===== config.mk =====
export PLATFORM = sky130hd
export DESIGN_NAME = muldiv_sequencer_flat
export DESIGN_NICKNAME = d
export VERILOG_FILES = /design/src/rtl/muldiv_sequencer_pkg.sv /design/src/rtl/muldiv_sequencer_if.sv /design/src/rtl/muldiv_datapath.sv /design/src/rtl/muldiv_sequencer.sv /design/src/flat_wrapper.sv
export SDC_FILE = /design/constraint.sdc
export NUM_CORES = 1
export LEC_CHECK = 0
export BUFFER_PORTS_ARGS = -buffer_cell sky130_fd_sc_hd__buf_2
export CORE_MARGIN = 2
export CORE_UTILIZATION = 60
export DETAILED_ROUTE_END_ITERATION = 10
export PLACE_DENSITY = 0.88
export SETUP_SLACK_MARGIN = 0.15
export SYNTH_ARGS = -nofsm -noshare
export SYNTH_HDL_FRONTEND = slang
export SYNTH_SLANG_ARGS = --single-unit

===== constraint.sdc =====
create_clock -name clk -period 17.7 [get_ports clk]
set_input_delay 2.655 -clock clk [delete_from_list [all_inputs] [get_ports clk]]
set_output_delay 2.655 -clock clk [all_outputs]
set_load 0.02 [all_outputs]

===== src/rtl/muldiv_sequencer_pkg.sv =====
// Shared constants for the iterative multiply/divide engine.
// The op encodings use the same constant style as the control unit's ALU ops,
// so the control unit can drive op without any translation.
package muldiv_sequencer_pkg;

  // Operation select
  localparam logic [1:0] OP_MULT = 2'b00;
  localparam logic [1:0] OP_DIV  = 2'b01;
  localparam logic [1:0] OP_DIVM = 2'b10;  // same arithmetic as OP_DIV
  localparam logic [1:0] OP_RSVD = 2'b11;  // ignored by the sequencer

  // Sequencer FSM states
  localparam logic [2:0] S_IDLE = 3'd0;
  localparam logic [2:0] S_LOAD = 3'd1;
  localparam logic [2:0] S_RUN  = 3'd2;
  localparam logic [2:0] S_FIX  = 3'd3;
  localparam logic [2:0] S_DONE = 3'd4;

endpackage


===== src/rtl/muldiv_sequencer_if.sv =====
// Handshake/result bundle between the multicycle control unit and the
// multiply/divide engine.
//   master: control unit (drives start/op/a_in/b_in, sees status and results)
//   slave : muldiv_sequencer
interface muldiv_sequencer_if #(
  parameter int WIDTH = 32
) ();
  import muldiv_sequencer_pkg::*;

  logic             start;
  logic [1:0]       op;
  logic [WIDTH-1:0] a_in;
  logic [WIDTH-1:0] b_in;
  logic             busy;
  logic             done;
  logic             div_zero;
  logic             hi_lo_w;
  logic [WIDTH-1:0] hi_out;
  logic [WIDTH-1:0] lo_out;

  modport master (
    output start, op, a_in, b_in,
    input  busy, done, div_zero, hi_lo_w, hi_out, lo_out
  );

  modport slave (
    input  start, op, a_in, b_in,
    output busy, done, div_zero, hi_lo_w, hi_out, lo_out
  );

endinterface


===== src/rtl/muldiv_datapath.sv =====
// Arithmetic datapath for the multiply/divide engine.
// Holds the radix-2 Booth product register and the restoring-division
// remainder/quotient registers, plus the architectural HI/LO result regs.
//   clk, rst   : clock, async active-high reset
//   init       : load iteration registers from a_op/b_op
//   step       : perform one iteration (both engines step; only one is used)
//   fix        : sign-correct and register the selected result into hi/lo
//   is_mult    : select multiply result on fix, else division result
//   a_op, b_op : latched signed operands (stable for the whole operation)
//   hi_out, lo_out : registered HI/LO result
module muldiv_datapath #(
  parameter int WIDTH = 32
) (
  input  logic             clk,
  input  logic             rst,
  input  logic             init,
  input  logic             step,
  input  logic             fix,
  input  logic             is_mult,
  input  logic [WIDTH-1:0] a_op,
  input  logic [WIDTH-1:0] b_op,
  output logic [WIDTH-1:0] hi_out,
  output logic [WIDTH-1:0] lo_out
);

  logic a_neg, b_neg;
  logic [WIDTH-1:0] a_mag, b_mag;

  assign a_neg = a_op[WIDTH-1];
  assign b_neg = b_op[WIDTH-1];
  // Magnitudes as unsigned: |-2^(WIDTH-1)| still fits in WIDTH bits.
  assign a_mag = a_neg ? (~a_op + 1'b1) : a_op;
  assign b_mag = b_neg ? (~b_op + 1'b1) : b_op;

  // ---------------- Booth multiply ----------------
  logic [WIDTH-1:0] acc;     // product high word
  logic [WIDTH-1:0] prod_lo; // product low word / remaining multiplier bits
  logic             q_m1;    // Booth extra bit q[-1]
  logic [WIDTH:0]   sum;     // one extra bit so add/sub of a never overflows

  always_comb begin
    sum = {acc[WIDTH-1], acc};
    case ({prod_lo[0], q_m1})
      2'b10:   sum = {acc[WIDTH-1], acc} - {a_op[WIDTH-1], a_op};
      2'b01:   sum = {acc[WIDTH-1], acc} + {a_op[WIDTH-1], a_op};
      default: sum = {acc[WIDTH-1], acc};
    endcase
  end

  // ---------------- Restoring divide ----------------
  logic [WIDTH-1:0] rem;
  logic [WIDTH-1:0] quo;
  logic [WIDTH:0]   shifted;
  logic [WIDTH:0]   diff;

  assign shifted = {rem, quo[WIDTH-1]};
  // Remainder stays below b_mag, so diff[WIDTH] is a clean borrow flag.
  assign diff    = shifted - {1'b0, b_mag};

  always_ff @(posedge clk or posedge rst) begin
    if (rst) begin
      acc     <= '0;
      prod_lo <= '0;
      q_m1    <= 1'b0;
      rem     <= '0;
      quo     <= '0;
    end else if (init) begin
      acc     <= '0;
      prod_lo <= b_op;
      q_m1    <= 1'b0;
      rem     <= '0;
      quo     <= a_mag;
    end else if (step) begin
      // Booth: add/sub then arithmetic shift of {acc, prod_lo, q_m1}
      acc     <= sum[WIDTH:1];
      prod_lo <= {sum[0], prod_lo[WIDTH-1:1]};
      q_m1    <= prod_lo[0];
      // Restoring division: keep the trial difference when no borrow
      if (!diff[WIDTH]) begin
        rem <= diff[WIDTH-1:0];
        quo <= {quo[WIDTH-2:0], 1'b1};
      end else begin
        rem <= shifted[WIDTH-1:0];
        quo <= {quo[WIDTH-2:0], 1'b0};
      end
    end
  end

  // Truncating division: quotient sign from sign(a)^sign(b), remainder
  // follows the dividend.
  logic [WIDTH-1:0] q_fix, r_fix;
  assign q_fix = (a_neg ^ b_neg) ? (~quo + 1'b1) : quo;
  assign r_fix = a_neg ? (~rem + 1'b1) : rem;

  always_ff @(posedge clk or posedge rst) begin
    if (rst) begin
      hi_out <= '0;
      lo_out <= '0;
    end else if (fix) begin
      hi_out <= is_mult ? acc     : r_fix;
      lo_out <= is_mult ? prod_lo : q_fix;
    end
  end

endmodule


===== src/rtl/muldiv_sequencer.sv =====
// Iterative signed multiply/divide engine with start/busy/done handshake.
// Runs MULT (Booth), DIV/DIVM (restoring, truncating) over WIDTH iterations
// and produces HI/LO with a single write strobe; divide-by-zero skips the
// iterations and reports div_zero with done instead of writing HI/LO.
//   clk      : system clock
//   reset_in : async active-high reset; abandons any operation in flight
//   bus      : slave side of muldiv_sequencer_if (start/op/a_in/b_in in,
//              busy/done/div_zero/hi_lo_w/hi_out/lo_out out)
module muldiv_sequencer
  import muldiv_sequencer_pkg::*;
#(
  parameter int WIDTH = 32,
  parameter int CNT_W = 6
) (
  input  logic                clk,
  input  logic                reset_in,
  muldiv_sequencer_if.slave   bus
);

  localparam logic [CNT_W-1:0] LAST = CNT_W'(WIDTH - 1);

  logic [2:0]       state;
  logic [CNT_W-1:0] cnt;
  logic [1:0]       op_q;
  logic [WIDTH-1:0] a_q, b_q;
  logic             dz_q;
  logic             busy_q, done_q, div_zero_q, hi_lo_w_q;

  logic accept, is_mult, dz_now;
  logic init, step, fix;

  assign accept  = (state == S_IDLE) && bus.start && (bus.op != OP_RSVD);
  assign is_mult = (op_q == OP_MULT);
  assign dz_now  = !is_mult && (b_q == '0);

  assign init = (state == S_LOAD) && !dz_now;
  assign step = (state == S_RUN);
  assign fix  = (state == S_FIX);

  always_ff @(posedge clk or posedge reset_in) begin
    if (reset_in) begin
      state      <= S_IDLE;
      cnt        <= '0;
      op_q       <= OP_MULT;
      a_q        <= '0;
      b_q        <= '0;
      dz_q       <= 1'b0;
      busy_q     <= 1'b0;
      done_q     <= 1'b0;
      div_zero_q <= 1'b0;
      hi_lo_w_q  <= 1'b0;
    end else begin
      // Status pulses are registered off the DONE state, so done lands in
      // the first IDLE cycle; busy stays up through that cycle.
      busy_q     <= (state != S_IDLE) || accept;
      done_q     <= (state == S_DONE);
      div_zero_q <= (state == S_DONE) && dz_q;
      hi_lo_w_q  <= (state == S_DONE) && !dz_q;

      case (state)
        S_IDLE: begin
          if (accept) begin
            op_q  <= bus.op;
            a_q   <= bus.a_in;
            b_q   <= bus.b_in;
            state <= S_LOAD;
          end
        end
        S_LOAD: begin
          cnt  <= '0;
          dz_q <= dz_now;
          state <= dz_now ? S_DONE : S_RUN;
        end
        S_RUN: begin
          cnt <= cnt + 1'b1;
          if (cnt == LAST) state <= S_FIX;
        end
        S_FIX:   state <= S_DONE;
        S_DONE:  state <= S_IDLE;
        default: state <= S_IDLE;
      endcase
    end
  end

  muldiv_datapath #(.WIDTH(WIDTH)) u_dp (
    .clk     (clk),
    .rst     (reset_in),
    .init    (init),
    .step    (step),
    .fix     (fix),
    .is_mult (is_mult),
    .a_op    (a_q),
    .b_op    (b_q),
    .hi_out  (bus.hi_out),
    .lo_out  (bus.lo_out)
  );

  assign bus.busy     = busy_q;
  assign bus.done     = done_q;
  assign bus.div_zero = div_zero_q;
  assign bus.hi_lo_w  = hi_lo_w_q;

endmodule


===== src/flat_wrapper.sv =====
// flat-port wrapper written by rule: the top's interface ports become plain ports
module muldiv_sequencer_flat import muldiv_sequencer_pkg::*;
#(
  parameter int WIDTH = 32,
  parameter int CNT_W = 6
)
  (clk, reset_in, bus_start, bus_op, bus_a_in, bus_b_in, bus_busy, bus_done, bus_div_zero, bus_hi_lo_w, bus_hi_out, bus_lo_out);
  muldiv_sequencer_if #(.WIDTH(WIDTH)) bus_i ();
  input  logic clk;
  input  logic reset_in;
  input wire logic [$bits(bus_i.start)-1:0] bus_start;
  input wire logic [$bits(bus_i.op)-1:0] bus_op;
  input wire logic [$bits(bus_i.a_in)-1:0] bus_a_in;
  input wire logic [$bits(bus_i.b_in)-1:0] bus_b_in;
  output wire logic [$bits(bus_i.busy)-1:0] bus_busy;
  output wire logic [$bits(bus_i.done)-1:0] bus_done;
  output wire logic [$bits(bus_i.div_zero)-1:0] bus_div_zero;
  output wire logic [$bits(bus_i.hi_lo_w)-1:0] bus_hi_lo_w;
  output wire logic [$bits(bus_i.hi_out)-1:0] bus_hi_out;
  output wire logic [$bits(bus_i.lo_out)-1:0] bus_lo_out;
  assign bus_i.start = bus_start;
  assign bus_i.op = bus_op;
  assign bus_i.a_in = bus_a_in;
  assign bus_i.b_in = bus_b_in;
  assign bus_busy = bus_i.busy;
  assign bus_done = bus_i.done;
  assign bus_div_zero = bus_i.div_zero;
  assign bus_hi_lo_w = bus_i.hi_lo_w;
  assign bus_hi_out = bus_i.hi_out;
  assign bus_lo_out = bus_i.lo_out;
  muldiv_sequencer #(.WIDTH(WIDTH), .CNT_W(CNT_W)) u_core (.clk(clk), .reset_in(reset_in), .bus(bus_i));
endmodule

Word-level counts from Yosys, hierarchy flattened

Cells that the tools add are included.

Add/subtract/negate cells: 8
Multipliers: 0
Div/mod/pow operators: 0
Magnitude comparators: 0
Eq/ne operators: 10
Shift operators: 0
Mux-type cells: 24
Bitwise logic cells: 5
Reductions and logical operators: 20

Operators by type and width:

| operator              | count |
|---|---|
| $mux 32               | 15 |
| $add 32x1->32 const B | 4 |
| $not 32->32           | 4 |
| $pmux 33 s2           | 1 |
| $add 32x32->33        | 1 |
| $sub 32x32->33        | 1 |
| $sub 33x32->33        | 1 |
| $logic_not 32->1      | 1 |
| $pmux 3 s4            | 1 |
| $pmux 6 s2            | 1 |
| $mux 3                | 3 |
| $add 6x1->6 const B   | 1 |
| $eq 3x2->1 const B    | 2 |
| $eq 6x5->1 const B    | 1 |
| $logic_and 1x1->1     | 6 |
| $reduce_and 2->1      | 3 |
| $reduce_bool 3->1     | 2 |
| $ne 2x2->1 const B    | 2 |
| $reduce_bool 2->1     | 2 |
| $eq 3x1->1 const B    | 1 |
| $eq 3x3->1 const B    | 1 |
| $logic_not 1->1       | 3 |
| $logic_not 3->1       | 1 |
| $mux 1                | 3 |
| other kinds (6)       | 6 |

Bits in registers: 273
Latch bits: 0
Bits in writable memories: 0
ROM bits: 0
Output and inout port bits: 68
Word-level logic and storage cells: 85
Memories: 0

Depth between registers and ports, before layout

Word-level depth: 7
Gate-level depth with buffers: 21
Mapped depth without buffers: 19

Hierarchy

Synthesis repeated with hierarchy kept, for this count alone.

Cells, all modules: 2167
Area, all modules: 19331.0 µm²

By module, submodules not included:

| module           | times used | cells an instance | area each (µm²) |
|---|---|---|---|
| muldiv_datapath  | 1          | 1936              | 15934.0 |
| muldiv_sequencer | 1          | 231               | 3397.0 |

Least setup slack after synthesis

Ideal clock, no wire load.

Path kind: register -> register
Start: register u_core.b_q[2]
End: register u_core.u_dp.rem[22]
Arrival: 5.159 ns
Required time: 17.574 ns
Slack: 12.415 ns
Stages on the path, launching flop included: 20
Period minus slack after synthesis: 5.285 ns
Cells stage by stage: dfrtp_1 -> buf_6 -> nor4_4 -> and2b_2 -> nand3_2 -> or4_1 -> or4_4 -> or2_4 -> or4_4 -> o41ai_2 -> xor2_1 -> ha_1 -> a21oi_1 -> o21ai_0 -> a221o_1 -> o41a_1 -> nand2_1 -> buf_2 -> nor3_1 -> a221o_1

Longest elaborated chain between the ends: 7
Elaborated cells on any way between the ends: 12

RTL lines:

| element                | RTL line               | RTL |
|---|---|---|
| start, declared        | muldiv_sequencer.sv:25 | `logic [WIDTH-1:0] a_q, b_q;` |
| start signal, assigned | muldiv_sequencer.sv:65 | `b_q <= bus.b_in;` |
| $not 32->32            | muldiv_datapath.sv:33  | `assign b_mag = b_neg ? (~b_op + 1'b1) : b_op;` |
| $add 32x1->32          | muldiv_datapath.sv:33  |  |
| $mux 32                | muldiv_datapath.sv:33  |  |
| $sub 33x32->33         | muldiv_datapath.sv:58  | `assign diff = shifted - {1'b0, b_mag};` |
| $mux 32                | muldiv_datapath.sv:79  | `if (!diff[WIDTH]) begin` |
| $mux 32                | muldiv_datapath.sv:73  | `end else if (step) begin` |
| $mux 32                | muldiv_datapath.sv:67  | `end else if (init) begin` |
| end signal, assigned   | muldiv_datapath.sv:80  | `rem <= diff[WIDTH-1:0];` |
| end signal, assigned   | muldiv_datapath.sv:83  | `rem <= shifted[WIDTH-1:0];` |
| end, declared          | muldiv_datapath.sv:51  | `logic [WIDTH-1:0] rem;` |

Several ways; a longest one is shown, not always the timed one. The select of a mux whose other input is x is not followed.
A chain may end at the register's enable or synchronous reset.

Worst setup path in the final report

Start: register u_core.b_q[2]
End: register u_core.u_dp.rem[3]

Same word-level chain as after synthesis.

==> impl_metrics.csv <==
group,metric,value,unit
floorplan,core_region_area,29400,µm²
sta,timing.fmax,160,MHz
placement,dp_cells,2454,
setup_path,cp_cell_sequence,"nor4_4, and2b_2, nand3_2, or4_1, or4_4, or2_4, or4_4, o21ai_1, xor2_1, ha_1, a21o_1, a21oi_1, o21ai_0, a221o_1, o41a_1, nand2_1, buf_4, a2111oi_0, a221o_1",
setup_path,setup.worst_path.class,"reg -> reg",
setup_path,startpoint,"u_core.b_q[2]",
sta,finalSetupViolations,0,
cts,clk_pin_slew,70,ps
floorplan,die-area,31100,µm²
logic_synthesis,synth-async-reset-ratio,100,%
cts,cts_resized,0,
layout,area_delta_synth_final,11.3,%
routing,viasPerCell,6.60,
routing,dr.pass1.iters,8,
logic_synthesis,synthDistinctLibCells,75,
sta,drv_slew,0,
setup_path,critPathMaxStageDelay,490,ps
floorplan,rows,63,
hold_path,min-delay-start,"u_core.dz_q",
layout,finalNonFillerCells,2510,
logic_synthesis,ys_seq_area_share,38.4,%
setup_path,worstPathArrival,6690,ps
routing,drc,0,
grt,grt_max_degree,133,
logic_synthesis,synth_area_per_cell,8.79,µm²
sta,grt_setup_unrepaired,"no",
logic_synthesis,synth-main-ff-cell,"dfrtp_1",
floorplan,io_pins,137,
routing,dr_wl_met3,5790,µm
placement,hpwlAfterDp,38400,µm
layout,seq_area,6830,µm²
layout,final_cell_mix,"dfrtp_1, nand2_1, o21ai_0",
routing,wl_met2,24300,µm
logic_synthesis,syn-num-nets,2168,
logic_synthesis,ys_seq_elements,273,
logic_synthesis,synth_edf_count,0,
layout,n_fill_cell,2265,
sta,fin_tns_setup,0,ps
cts,clockBufferDepth,3,
floorplan,start_util,60.6,%
sta,final-hold-violation-count,0,
grt,grt_pass1_vias,15700,
grt,grt.total_usage,34.5,%
layout,nets,2238,
grt,grt_first_pass_wirelength,84700,µm
setup_path,critical_path_buf_inv_count,1,
placement,place_congestion,0.948,
setup_path,worst_setup_path_start_kind,"flop",
placement,dp_slack,11570,ps
cts,cts_tree,"built",
setup_path,path_max_fanout,25,
cts,clockRootBuffer,"clkbuf_16",
routing,wl_met1,21200,µm
cts,cts_hold_buf,0,
routing,top_layer,"met5",
layout,finalCoreUtilization,67.4,%
sta,finClkSkew,18.5,ps
routing,ant_nets,0,
logic_synthesis,yosysWarnings,0,
setup_path,crit_slowest_cell,"dfrtp_1",
sta,fin_crit,6240,ps
sta,setup_ws,11460,ps
floorplan,die_h,176,µm
routing,routed_wl,54500,µm
routing,drt_iter0_drc,2285,
sta,slew_headroom,32.0,%
cts,clk_latency,570,ps
placement,portBuffers,136,
layout,multi_input_area,10400,µm²
sta,fin_crit_sh,35.3,%
logic_synthesis,syn-cell-area,17800,µm²
setup_path,cpLargestDelayFamily,"simple AND/OR/NAND/NOR gates",
layout,layout_commonest_cell,"dfrtp_1",
cts,cts_setup_buffers,0,
status,status,"finished clean",
layout,final_layout_size_suffix_gt1_share,14.2,%
layout,num_antenna_cells,0,
flow_run,max_cap_viol_count,0,
cts,htree_levels,1,
sta,worst_pin_slew,1020,ps
hold_path,min_path_type,"reg -> reg",
setup_path,regToRegStartpoint,"u_core.b_q[2]",
cts,cts_made_buffers,30,
setup_path,cp.required,18150,ps
grt,antenna_found_initial,1,
grt,grt_remaining_overflow,0,
floorplan,die_x,176,µm
cts,cts_sinks,273,
setup_path,cp-end-kind,"flop",
routing,wl_per_cell,21.7,µm
logic_synthesis,netlist_instances,2026,
routing,vias,16600,
Yosys cell counts (34+ instances only):
library cell	n	area, µm²
nand3_1	45	225
clkbuf_1	95	357
dfrtp_1	273	6830
xnor2_1	63	552
nand2_1	255	957
nor2_1	164	616
xor2_1	124	1090
a22oi_1	35	263
mux2i_1	35	350
ha_1	71	888
inv_1	34	128
o21ai_0	186	931
mux2_2	65	732
a21o_1	40	300
a21oi_1	119	596
cells by family (layout without fill, tap and decap cells):
| logic type | after synthesis | after routing | synth area share [%] |
|---|---|---|---|
| flops | 273 | 273 | 38.4 |
| mux | 100 | 100 | 6.08 |
| buf+inv | 151 | 245 | 3.29 |
| compound gates | 588 | 588 | 20.8 |
| fa+ha+maj | 73 | 73 | 5.21 |
| xor+xnor | 187 | 187 | 9.19 |
| simple gates | 654 | 654 | 17.1 |
worst reg2reg max path: cells and delay by family (launching register included):
family	cells	cell delay, ps
fa+ha+maj	1	260
compound gates	8	2110
buf+inv	1	470
flops	1	490
simple gates	8	2710
xor+xnor	1	90
metrics by stage:
stage,area [µm²],hold slack (ps)
final,19800,448
after global routing,19800,472
after CTS,19800,450
after detailed placement,18700,443
after global placement,18700,439
after floorplan,17800,416
flip-flops by register name, indices dropped and copies added, names as in the netlist, 2 cells and up:
register	cells
u_core.a_q	32
u_core.b_q	32
u_core.cnt	6
u_core.op_q	2
u_core.state	3
u_core.u_dp.acc	32
u_core.u_dp.hi_out	32
u_core.u_dp.lo_out	32
u_core.u_dp.prod_lo	32
u_core.u_dp.quo	32
u_core.u_dp.rem	32
area by class of cell:
| type | instances | share of cell area [%] |
|---|---|---|
| multi-input combinational | 1602 | 52.6 |
| sequential | 273 | 34.5 |
| clock buffer | 40 | 4.33 |
| timing repair buffer | 154 | 4.12 |
| tap | 390 | 2.46 |
| clock inverter | 16 | 1.28 |
| inverter | 35 | 0.701 |
metal layers:
layer	GRT usage, %	vias up
li1	-	7432
met1	46.7	7941
met2	53.4	998
met3	5.92	204
met4	18.4	2
met5	0	-
path summary, 6_finish.rpt:
check,endpoint,slack (ps),cells past startpoint
worst min-delay path,u_core.bus.hi_lo_w,450,1
min in group asynchronous,u_core.bus.div_zero,2210,2
worst min register to register,u_core.bus.hi_lo_w,450,1
worst max-delay path,u_core.u_dp.rem[3],11460,19
worst max register to register,u_core.u_dp.rem[3],11460,19
max in group asynchronous,u_core.u_dp.acc[17],12930,4
Power is not shown: default switching activity piles up to over one toggle a cycle in this logic, so the estimate is an artifact.
